File: src/rtl/riscv_mem_pkg.sv
// rtl/riscv_mem_pkg.sv - shared types and width defaults for the memory port arbiter
package riscv_mem_pkg;

  localparam int ADDR_W_DEF = 32;
  localparam int DATA_W_DEF = 32;

  typedef enum logic {
    OWN_FETCH = 1'b0,
    OWN_DATA  = 1'b1
  } owner_t;

  typedef enum logic {
    ARB_IDLE = 1'b0,
    ARB_BUSY = 1'b1
  } arb_state_t;

endpackage

File: src/rtl/mem_arb_pick.sv
// rtl/mem_arb_pick.sv - fetch/data winner selection with a saturating data-burst counter
module mem_arb_pick
  import riscv_mem_pkg::*;
#(
  parameter int MAX_DATA_BURST = 4
) (
  input  logic   clk,
  input  logic   reset,
  input  logic   if_req,
  input  logic   d_req,
  input  logic   gnt,
  output owner_t winner
);

  localparam logic [3:0] BURST_MAX = 4'(MAX_DATA_BURST);

  logic [3:0] burst_cnt;

  // Data wins unless fetch is waiting and data has already used its burst allowance
  always_comb begin
    winner = OWN_FETCH;
    if (d_req && !(if_req && (burst_cnt == BURST_MAX))) begin
      winner = OWN_DATA;
    end
  end

  // Count data grants taken while fetch waits; any other grant resets the run
  always_ff @(posedge clk) begin
    if (!reset) begin
      burst_cnt <= 4'd0;
    end else if (gnt) begin
      if ((winner == OWN_DATA) && if_req) begin
        if (burst_cnt != BURST_MAX) begin
          burst_cnt <= burst_cnt + 4'd1;
        end
      end else begin
        burst_cnt <= 4'd0;
      end
    end
  end

endmodule

File: src/rtl/mem_port_arbiter.sv
// rtl/mem_port_arbiter.sv - single-port memory shared between fetch and load/store paths
module mem_port_arbiter
  import riscv_mem_pkg::*;
#(
  parameter int ADDR_W         = ADDR_W_DEF,
  parameter int DATA_W         = DATA_W_DEF,
  parameter int MEM_LAT        = 1,
  parameter int MAX_DATA_BURST = 4
) (
  input  logic                clk,
  input  logic                reset,
  input  logic                if_req,
  input  logic [ADDR_W-1:0]   if_addr,
  output logic                if_gnt,
  output logic                if_rvalid,
  output logic [DATA_W-1:0]   if_rdata,
  input  logic                d_req,
  input  logic                d_we,
  input  logic [ADDR_W-1:0]   d_addr,
  input  logic [DATA_W-1:0]   d_wdata,
  input  logic [DATA_W/8-1:0] d_wstrb,
  output logic                d_gnt,
  output logic                d_rvalid,
  output logic [DATA_W-1:0]   d_rdata,
  output logic                mem_en,
  output logic                mem_we,
  output logic [ADDR_W-1:0]   mem_addr,
  output logic [DATA_W-1:0]   mem_wdata,
  output logic [DATA_W/8-1:0] mem_wstrb,
  input  logic [DATA_W-1:0]   mem_rdata,
  output logic                busy
);

  localparam int         STRB_W   = DATA_W / 8;
  localparam logic [2:0] LAT_INIT = 3'(MEM_LAT - 1);

  arb_state_t        state;
  owner_t            owner;
  owner_t            winner;
  logic [2:0]        lat_cnt;
  logic              store_q;
  logic [DATA_W-1:0] if_rdata_q;
  logic [DATA_W-1:0] d_rdata_q;
  logic              grant;
  logic              done;

  // Reset overrides everything, so a grant never coincides with reset low
  assign grant = reset && (state == ARB_IDLE) && (if_req || d_req);
  assign done  = reset && (state == ARB_BUSY) && (lat_cnt == 3'd0);

  mem_arb_pick #(
    .MAX_DATA_BURST(MAX_DATA_BURST)
  ) u_pick (
    .clk   (clk),
    .reset (reset),
    .if_req(if_req),
    .d_req (d_req),
    .gnt   (grant),
    .winner(winner)
  );

  // Grant and memory strobe come out in the request cycle; the winner's fields are steered to memory
  always_comb begin
    if_gnt    = grant && (winner == OWN_FETCH);
    d_gnt     = grant && (winner == OWN_DATA);
    mem_en    = grant;
    mem_we    = 1'b0;
    mem_addr  = '0;
    mem_wdata = '0;
    mem_wstrb = {STRB_W{1'b0}};
    if (d_gnt) begin
      mem_we    = d_we;
      mem_addr  = d_addr;
      mem_wdata = d_wdata;
      mem_wstrb = d_wstrb;
    end else if (if_gnt) begin
      mem_addr = if_addr;
    end
  end

  // Response side: memory data is forwarded in the completion cycle and held afterwards
  always_comb begin
    if_rvalid = done && (owner == OWN_FETCH);
    d_rvalid  = done && (owner == OWN_DATA);
    busy      = reset && (state == ARB_BUSY);
    if_rdata  = reset ? if_rdata_q : '0;
    d_rdata   = reset ? d_rdata_q : '0;
    if (if_rvalid) begin
      if_rdata = mem_rdata;
    end
    if (d_rvalid) begin
      d_rdata = store_q ? '0 : mem_rdata;
    end
  end

  // Transaction FSM: latch owner on grant, count down the memory latency, capture returned data
  always_ff @(posedge clk) begin
    if (!reset) begin
      state      <= ARB_IDLE;
      owner      <= OWN_FETCH;
      lat_cnt    <= 3'd0;
      store_q    <= 1'b0;
      if_rdata_q <= '0;
      d_rdata_q  <= '0;
    end else begin
      case (state)
        ARB_IDLE: begin
          if (grant) begin
            state   <= ARB_BUSY;
            owner   <= winner;
            lat_cnt <= LAT_INIT;
            store_q <= d_gnt && d_we;
          end
        end
        ARB_BUSY: begin
          if (lat_cnt != 3'd0) begin
            lat_cnt <= lat_cnt - 3'd1;
          end else begin
            state <= ARB_IDLE;
          end
        end
        default: state <= ARB_IDLE;
      endcase
      if (if_rvalid) begin
        if_rdata_q <= mem_rdata;
      end
      if (d_rvalid) begin
        d_rdata_q <= store_q ? '0 : mem_rdata;
      end
    end
  end

endmodule

File: config.mk
export PLATFORM = sky130hd
export DESIGN_NAME = mem_port_arbiter
export DESIGN_NICKNAME = d
export VERILOG_FILES = /design/src/rtl/riscv_mem_pkg.sv /design/src/rtl/mem_arb_pick.sv /design/src/rtl/mem_port_arbiter.sv
export SDC_FILE = /design/constraint.sdc
export NUM_CORES = 1
export LEC_CHECK = 0
export CORE_UTILIZATION = 36
export DETAILED_ROUTE_END_ITERATION = 8
export PLACE_DENSITY_LB_ADDON = 0.05
export SLEW_MARGIN = 0
export SYNTH_ARGS = -nofsm -noshare
export SYNTH_HDL_FRONTEND = slang
export SYNTH_SLANG_ARGS = --single-unit
File: constraint.sdc
create_clock -name clk -period 2.1 [get_ports clk]
set_input_delay 0.315 -clock clk [delete_from_list [all_inputs] [get_ports clk]]
set_output_delay 0.315 -clock clk [all_outputs]
set_load 0.02 [all_outputs]
==> results of run 1 <==
==> placed cells by master (no fill, tap or decap), types with 3 or more instances in the layout <==
cell type / netlist / routed
sky130_fd_sc_hd__bufbuf_16: 0 / 4
sky130_fd_sc_hd__and2_1: 40 / 6
sky130_fd_sc_hd__buf_6: 1 / 156
sky130_fd_sc_hd__o21ai_0: 96 / 32
sky130_fd_sc_hd__and2_4: 0 / 34
sky130_fd_sc_hd__clkdlybuf4s50_1: 0 / 135
sky130_fd_sc_hd__buf_16: 0 / 7
sky130_fd_sc_hd__nor2b_1: 5 / 3
sky130_fd_sc_hd__ha_4: 0 / 3
sky130_fd_sc_hd__o21ai_2: 0 / 23
sky130_fd_sc_hd__buf_12: 0 / 18
sky130_fd_sc_hd__buf_4: 0 / 61
sky130_fd_sc_hd__nor2_1: 5 / 5
sky130_fd_sc_hd__nand2_4: 0 / 30
sky130_fd_sc_hd__a22o_1: 65 / 65
sky130_fd_sc_hd__o2111ai_1: 32 / 17
sky130_fd_sc_hd__clkbuf_16: 0 / 9
sky130_fd_sc_hd__inv_2: 0 / 4
sky130_fd_sc_hd__nand2_1: 98 / 66
sky130_fd_sc_hd__buf_8: 0 / 3
sky130_fd_sc_hd__dfxtp_1: 74 / 69
sky130_fd_sc_hd__o2111ai_2: 0 / 13
sky130_fd_sc_hd__clkbuf_8: 0 / 9
sky130_fd_sc_hd__dfxtp_2: 0 / 5
sky130_fd_sc_hd__o21ai_4: 0 / 40
==> metrics by stage <==
stage | total power (W) | cells | setup WS [ps]
2_1_floorplan | 0.00188 | 507 | -129
3_3_place_gp | 0.00248 | 913 | -555
3_5_place_dp | 0.00249 | 913 | -564
4_1_cts | 0.00379 | 975 | -321
5_1_grt | 0.00424 | 1003 | -412
6_report | 0.00411 | 1003 | -356
==> path summary, 6_finish.rpt <==
kind | startpoint | end | depth (start not counted)
max reg2reg | lat_cnt[1]$_SDFFE_PN0P_ | if_rdata_q[24]$_SDFFE_PN0P_ | 8
max | u_pick.burst_cnt[1]$_SDFFE_PN0P_ | mem_addr[8] | 9
min | reset | u_pick.burst_cnt[0]$_SDFFE_PN0P_ | 3
min reg2reg | d_rdata_q[2]$_SDFFE_PN0P_ | d_rdata_q[2]$_SDFFE_PN0P_ | 1
==> where the power goes <==
part / internal (W) / switching [W]
registers: 0.00145 / 0.0000203
logic: 0.000811 / 0.000689
clock network: 0.000547 / 0.000600
total: 0.00280 / 0.00131
==> metal layers <==
layer	vias up	part of all wire (%)	global-route usage, %
met3	84	7.4	8.29
met2	334	53	53.6
li1	2567	-	-
met4	2	4.2	10.1
met1	2810	36	34.2
met5	-	0.11	0
==> kinds of logic after synthesis <==
group,count (synthesis)
AOI/OAI and AO/OA,209
and+or+nand+nor,157
DFF,74
buffers and inverters,63
adders and majority gates,4
==> sequential cells by signal, summed over array words and instances, names as in the netlist <==
signal / cells
u_pick.burst_cnt: 4
lat_cnt: 3
store_q: 1
if_rdata_q: 32
state: 1
owner: 1
d_rdata_q: 32
==> critical path, stage by stage, from the launching register on <==
cell and delay (ps):
sky130_fd_sc_hd__dfxtp_2 350, sky130_fd_sc_hd__inv_2 50, sky130_fd_sc_hd__ha_4 150, sky130_fd_sc_hd__and3b_2 250
sky130_fd_sc_hd__buf_6 140, sky130_fd_sc_hd__a21o_4 240, sky130_fd_sc_hd__buf_12 140, sky130_fd_sc_hd__buf_16 150
sky130_fd_sc_hd__o21ai_4 180, sky130_fd_sc_hd__buf_6 140
==> final cells by class <==
cell class / count / area share (%)
Clock buffer: 9 / 1.27
Clock inverter: 6 / 0.694
Inverter: 7 / 0.270
Multi-Input combinational cell: 370 / 34.0
Sequential cell: 74 / 15.3
Tap cell: 140 / 1.80
Timing Repair Buffer: 397 / 46.7
==> what timing repair did <==
item,CTS,global route
cloned,16,10
setup buffers,31,26
gates resized for setup,958,273
setup endpoints to repair,138,141
pin swaps,51,51
==> flow_summary_export.csv, run 1 <==
group,metric,value,unit
synth,yosysTopAreaCell,"sky130_fd_sc_hd__dfxtp_1",
layout,diodes,0,
synth,postSynth.topFlopCell,"sky130_fd_sc_hd__dfxtp_1",
setup_path,worstPathRequired,1780,ps
clock_network,cts_made_buffers,9,
floorplan,die_h,108,microns
global_routing,global_route.overflow_total,0,
setup_path,critical_path_peak_fanout,8,
global_routing,pin_count_of_the_biggest_net_entering_global_routing,33,
clock_network,clk_path_buf_depth,2,
synth,number_of_warnings_issued_by_yosys,0,
routing,detailroute.via_count,5797,
routing,dr.pass1.iters,5,
synth,netlist_top_cells_count,"sky130_fd_sc_hd__nand2_1 (98), sky130_fd_sc_hd__o21ai_0 (96), sky130_fd_sc_hd__dfxtp_1 (74), sky130_fd_sc_hd__a22o_1 (65), sky130_fd_sc_hd__and2_1 (40)",
setup_path,cp-end-kind,"output pin",
synth,synth_top_family_by_area,"compound AO/OA/AOI/OAI gates",
flow_run,max-cap-violations,0,
layout,final_design_area_no_fill,0.00973,sq mm
floorplan,start_util,37.0,%
setup_path,start_kind,"register",
layout,multi_input_area,0.00331,sq mm
sta,layout_worst_path_cycle_share,117,%
layout,num-nets-final,1000,
floorplan,die_area,0.0116,sq mm
synth,post_synth_fa_ha_maj_area_fraction,1.25,%
synth,post_synth_mux_area_share,0,%
power_and_ir_drop,leakage,4.19,nW
synth,mappedNetlistArea,0.00401,sq mm
synth,synth_seq_cells,74,
sta,hold_ws,393,ps
sta,fin_skew,15.7,ps
routing,detail_route.wl_per_cell,22.9,microns
global_routing,grt_pass1_wl,26.8,mm
routing,post-route-drc-count,0,
sta,hold_viol_final,0,
outcome,status,"complete, but fails checks",
sta,worst_pin_slew,608,ps
synth,compound_cell_area_share_of_the_yosys_netlist,36.8,%
routing,routed_via_density,5.78,
synth,synth_simple_gate_area_share,18.2,%
setup_path,worst_r2r_setup_slack,60,ps
global_routing,antenna_found_initial,1,
floorplan,core_area,0.0108,sq mm
synth,synth-xor-area-share,0,%
clock_network,cts.htree.levels,3,
synth,post_synthesis_cell_type_count,36,
routing,ant_nets,0,
routing,detail_route.iter0.violations,468,
clock_network,clock_tree.root_cell,"sky130_fd_sc_hd__clkbuf_8",
sta,grt_setup_unrepaired,"true",
power_and_ir_drop,ir_worst_vdd,0.303,mV
synth,syn-instance-count,507,
layout,fill_cells,461,
floorplan,fp.dieW,108,microns
layout,seq_area,0.00149,sq mm
layout,area_added_between_synthesis_and_finish,142,%
floorplan,number_of_cell_rows,38,
floorplan,boundaryPins,276,
global_routing,grtUsageTotal,30.1,%
placed_design,gp_routability_congestion,0.789,
placed_design,port-buffer-count,275,
sta,maxSlewViolCount,0,
clock_network,total_clock_sinks,74,
clock_network,clock_insertion_delay_worst_skew,360,ps
setup_path,critPathKind,"reg -> out",
synth,leading_cell_types_by_total_area_after_synthesis,"sky130_fd_sc_hd__dfxtp_1 (37%), sky130_fd_sc_hd__a22o_1 (14%), sky130_fd_sc_hd__o21ai_0 (12%)",
sta,setup_violations,136,
sta,timing.setup.tns,-34210,ps
placed_design,detailed_place.area,0.00719,sq mm
clock_network,cts-hold-fix-buffers,0,
synth,ys_async_sr_fraction,0,%
sta,final.min_clock_period,2460,ps
sta,layout_setup_ws,-356,ps
sta,slew_headroom,59.1,%
synth,synth_enable_flop_cells,0,
min_path,hold_path_class,"in -> reg",
layout,final_design_utilization,89.8,%
layout,final_layout_size_suffix_gt1_share,51.2,%
routing,postRouteWirelength,23.0,mm
clock_network,clkTransAtPathRegs,90,ps
synth,synth.avg_cell_area,7.92,sq um
synth,synthesized_net_count,648,
placed_design,place_hpwl,10.8,mm
synth,synth_most_common_cell,"sky130_fd_sc_hd__nand2_1",
synth,yosysTopAreaCellShare,36.9,%
synth,yosysSeqAreaShare,36.9,%
power_and_ir_drop,power_density,423,mW/mm^2
global_routing,first_global_vias,5150,
outcome,failed_checks,"setup timing",
setup_path,worst-endpoint-arrival,2140,ps
sta,max_freq,407,MHz
clock_network,cts_tree,"built",
Note: power is estimated with default switching activity, not from simulation.
==> inputs of run 2 (changes only) <==
CTS_CLUSTER_DIAMETER = 100   (was not set)
==> results of run 2 <==
Final layout, timing and power as in run 1 (identical DEF).
==> inputs of run 3 (changes only) <==
PLACE_DENSITY = 0.82   (was not set)
PLACE_DENSITY_LB_ADDON = not set   (was 0.05)
==> run 3 against run 2 <==
The run still ends with setup timing left; via count increased by 9.1%; maximum frequency is 7.9% lower; clock skew increased by 4.6 ps; global-route usage increased by 1.2 points; hold slack better by 97 ps; critical path depth unchanged; power rose by 5.0%; cell count is 2.5% higher; utilization increased by 1.5 points; combinational power is 3% higher; critical path type unchanged.
==> flow_summary_export.csv, run 3 (synthesis gave the netlist of run 1 again) <==
group,metric,value,unit
clock_network,cts.htree.levels,3,
sta,worst_pin_slew,478,ps
sta,hold_viol_final,0,
global_routing,grtUsageTotal,31.2,%
setup_path,start_kind,"register",
power_and_ir_drop,power_report.internal_total,0.00298,W
layout,mostFrequentLayoutCell,"sky130_fd_sc_hd__buf_6",
placed_design,place_hpwl,11.9,mm
floorplan,die_area,0.0116,sq mm
power_and_ir_drop,seq_power_share,34.0,%
sta,grt_setup_unrepaired,"true",
power_and_ir_drop,leakage,4.18,nW
routing,detail_route.iter0.violations,597,
routing,detailroute.via_count,6323,
sta,slew_headroom,68.1,%
setup_path,cp-end-kind,"output pin",
clock_network,cts-hold-fix-buffers,0,
sta,setup_violations,136,
setup_path,worstPathCellList,"inv_2 > ha_4 > ha_4 > and4_1 > nor2b_4 > buf_6 > buf_12 > a22o_1 > buf_6",
flow_run,max-cap-violations,0,
layout,final_layout_size_suffix_gt1_share,53.0,%
clock_network,clkTransAtPathRegs,100,ps
clock_network,clock_insertion_delay_worst_skew,380,ps
routing,ant_nets,0,
layout,layout_top_registers,"d_rdata_q (32), if_rdata_q (32), u_pick.burst_cnt (4)",
min_path,hold_path_class,"reg -> reg",
power_and_ir_drop,share_comb_of_total_power,35.7,%
layout,area_added_between_synthesis_and_finish,146,%
global_routing,pin_count_of_the_biggest_net_entering_global_routing,58,
routing,dr.pass1.iters,5,
clock_network,cts_tree,"built",
floorplan,core_area,0.0108,sq mm
setup_path,critPathTopFamily,"simple AND/OR/NAND/NOR gates",
global_routing,first_global_vias,5575,
floorplan,boundaryPins,276,
setup_path,worst-path-buf-inv,4,
setup_path,critical_path_peak_fanout,8,
routing,routed_via_density,6.15,
clock_network,clock_tree.root_cell,"sky130_fd_sc_hd__clkbuf_8",
sta,layout_worst_path_cycle_share,127,%
power_and_ir_drop,power_density,436,mW/mm^2
setup_path,worst-endpoint-arrival,2350,ps
outcome,status,"complete, but fails checks",
power_and_ir_drop,ir_worst_vdd,0.344,mV
layout,layout_common_cells,"sky130_fd_sc_hd__buf_6 (187), sky130_fd_sc_hd__clkdlybuf4s50_1 (135), sky130_fd_sc_hd__nand2_1 (70), sky130_fd_sc_hd__dfxtp_1 (70), sky130_fd_sc_hd__a22o_1 (65)",
layout,instances_no_fill,1028,
clock_network,cts_made_buffers,9,
floorplan,start_util,37.0,%
floorplan,number_of_cell_rows,38,
layout,final_design_utilization,91.3,%
setup_path,slowest_stage,"sky130_fd_sc_hd__dfxtp_2",
setup_path,worstPathRequired,1780,ps
global_routing,global_route.overflow_total,0,
power_and_ir_drop,power.share.switching,30.9,%
clock_network,clk_path_buf_depth,2,
outcome,failed_checks,"setup timing",
sta,fin_skew,20.4,ps
sta,maxSlewViolCount,0,
floorplan,die_h,108,microns
sta,layout_setup_ws,-567,ps
setup_path,critPathKind,"reg -> out",
routing,post-route-drc-count,0,
power_and_ir_drop,switchingPower,0.00133,W
sta,final.min_clock_period,2670,ps
power_and_ir_drop,power_frac_clock,30.3,%
global_routing,antenna_found_initial,2,
placed_design,dp_cells,922,
placed_design,port-buffer-count,275,
global_routing,grt_pass1_wl,27.9,mm
routing,postRouteWirelength,26.4,mm
clock_network,total_clock_sinks,74,
floorplan,fp.dieW,108,microns
sta,hold_ws,489,ps
routing,detail_route.wl_per_cell,25.7,microns
placed_design,gp_routability_congestion,0.889,
sta,max_freq,375,MHz
layout,num-nets-final,1023,
setup_path,max_stage_delay,340,ps
-- run 3: cell types whose count changed in the layout (fill, tap and decap cells not counted), moves of 7 or more --
cell / change
sky130_fd_sc_hd__nand2_4: -13
sky130_fd_sc_hd__nand2_2: +9
sky130_fd_sc_hd__o2111ai_1: -9
sky130_fd_sc_hd__o2111ai_2: +7
sky130_fd_sc_hd__buf_6: +31
-- run 3: layer usage --
metal / routed length (microns) / global-route usage (%) / vias up
li1: - / - / 2610
met3: 2450 / 7.26 / 185
met4: 2210 / 22.1 / 0
met5: 0 / 0 / -
met1: 8540 / 32.1 / 2995
met2: 13300 / 55.4 / 533
-- run 3: power by group through the flow --
stage          Combinational (W)  Clock (W)  Sequential (W)
3_5_place_dp             0.00102          0         0.00149
6_report                 0.00154    0.00131         0.00147
3_3_place_gp            0.000999          0         0.00149
5_1_grt                  0.00159    0.00136         0.00147
2_1_floorplan           0.000393          0         0.00149
4_1_cts                  0.00124    0.00125         0.00146
-- run 3: layout make-up --
cell class / count / area [sq um]
Fill cell: 400 / 947
Antenna cell: 2 / 5.00
Inverter: 7 / 26.3
Tap cell: 140 / 175
Clock inverter: 2 / 60.1
Multi-Input combinational cell: 371 / 3310
Sequential cell: 74 / 1490
Clock buffer: 13 / 159
Timing Repair Buffer: 419 / 4670
-- run 3: worst reg2reg max path, stage by stage, from the launching register on --
cell and delay (ps):
sky130_fd_sc_hd__dfxtp_2 350, sky130_fd_sc_hd__inv_2 50, sky130_fd_sc_hd__ha_4 160, sky130_fd_sc_hd__ha_4 180
sky130_fd_sc_hd__and4_1 200, sky130_fd_sc_hd__nor2b_4 160, sky130_fd_sc_hd__buf_12 140, sky130_fd_sc_hd__clkbuf_16 150
sky130_fd_sc_hd__buf_4 150, sky130_fd_sc_hd__buf_4 140, sky130_fd_sc_hd__a22o_1 250
-- run 3: final timing paths --
check / startpoint / endpoint / slack (ps) / cells after the start
setup / recovery: lat_cnt[1]$_SDFFE_PN0P_ / d_rdata[12] / -570 / 9
hold / removal: d_rdata_q[13]$_SDFFE_PN0P_ / d_rdata_q[13]$_SDFFE_PN0P_ / 490 / 1
setup reg to reg: lat_cnt[1]$_SDFFE_PN0P_ / d_rdata_q[0]$_SDFFE_PN0P_ / 40 / 10
hold reg to reg: d_rdata_q[13]$_SDFFE_PN0P_ / d_rdata_q[13]$_SDFFE_PN0P_ / 490 / 1
-- run 3: per-stage QoR --
stage          TNS [ps]  worst slack (ps)  instance area (sq um)  total power, W
2_1_floorplan     -1160              -129                   4020         0.00188
3_3_place_gp     -71190              -574                   7230         0.00249
3_5_place_dp     -75040              -629                   7230         0.00251
4_1_cts          -33630              -325                   8490         0.00395
5_1_grt          -49000              -708                   9890         0.00442
6_report         -40920              -567                   9890         0.00432
-- run 3: repair_timing --
action,CTS,global route
gates cloned,12,13
resized for setup,979,284
endpoints found under the setup margin,139,137
pin swaps,35,70
setup buffers,29,43
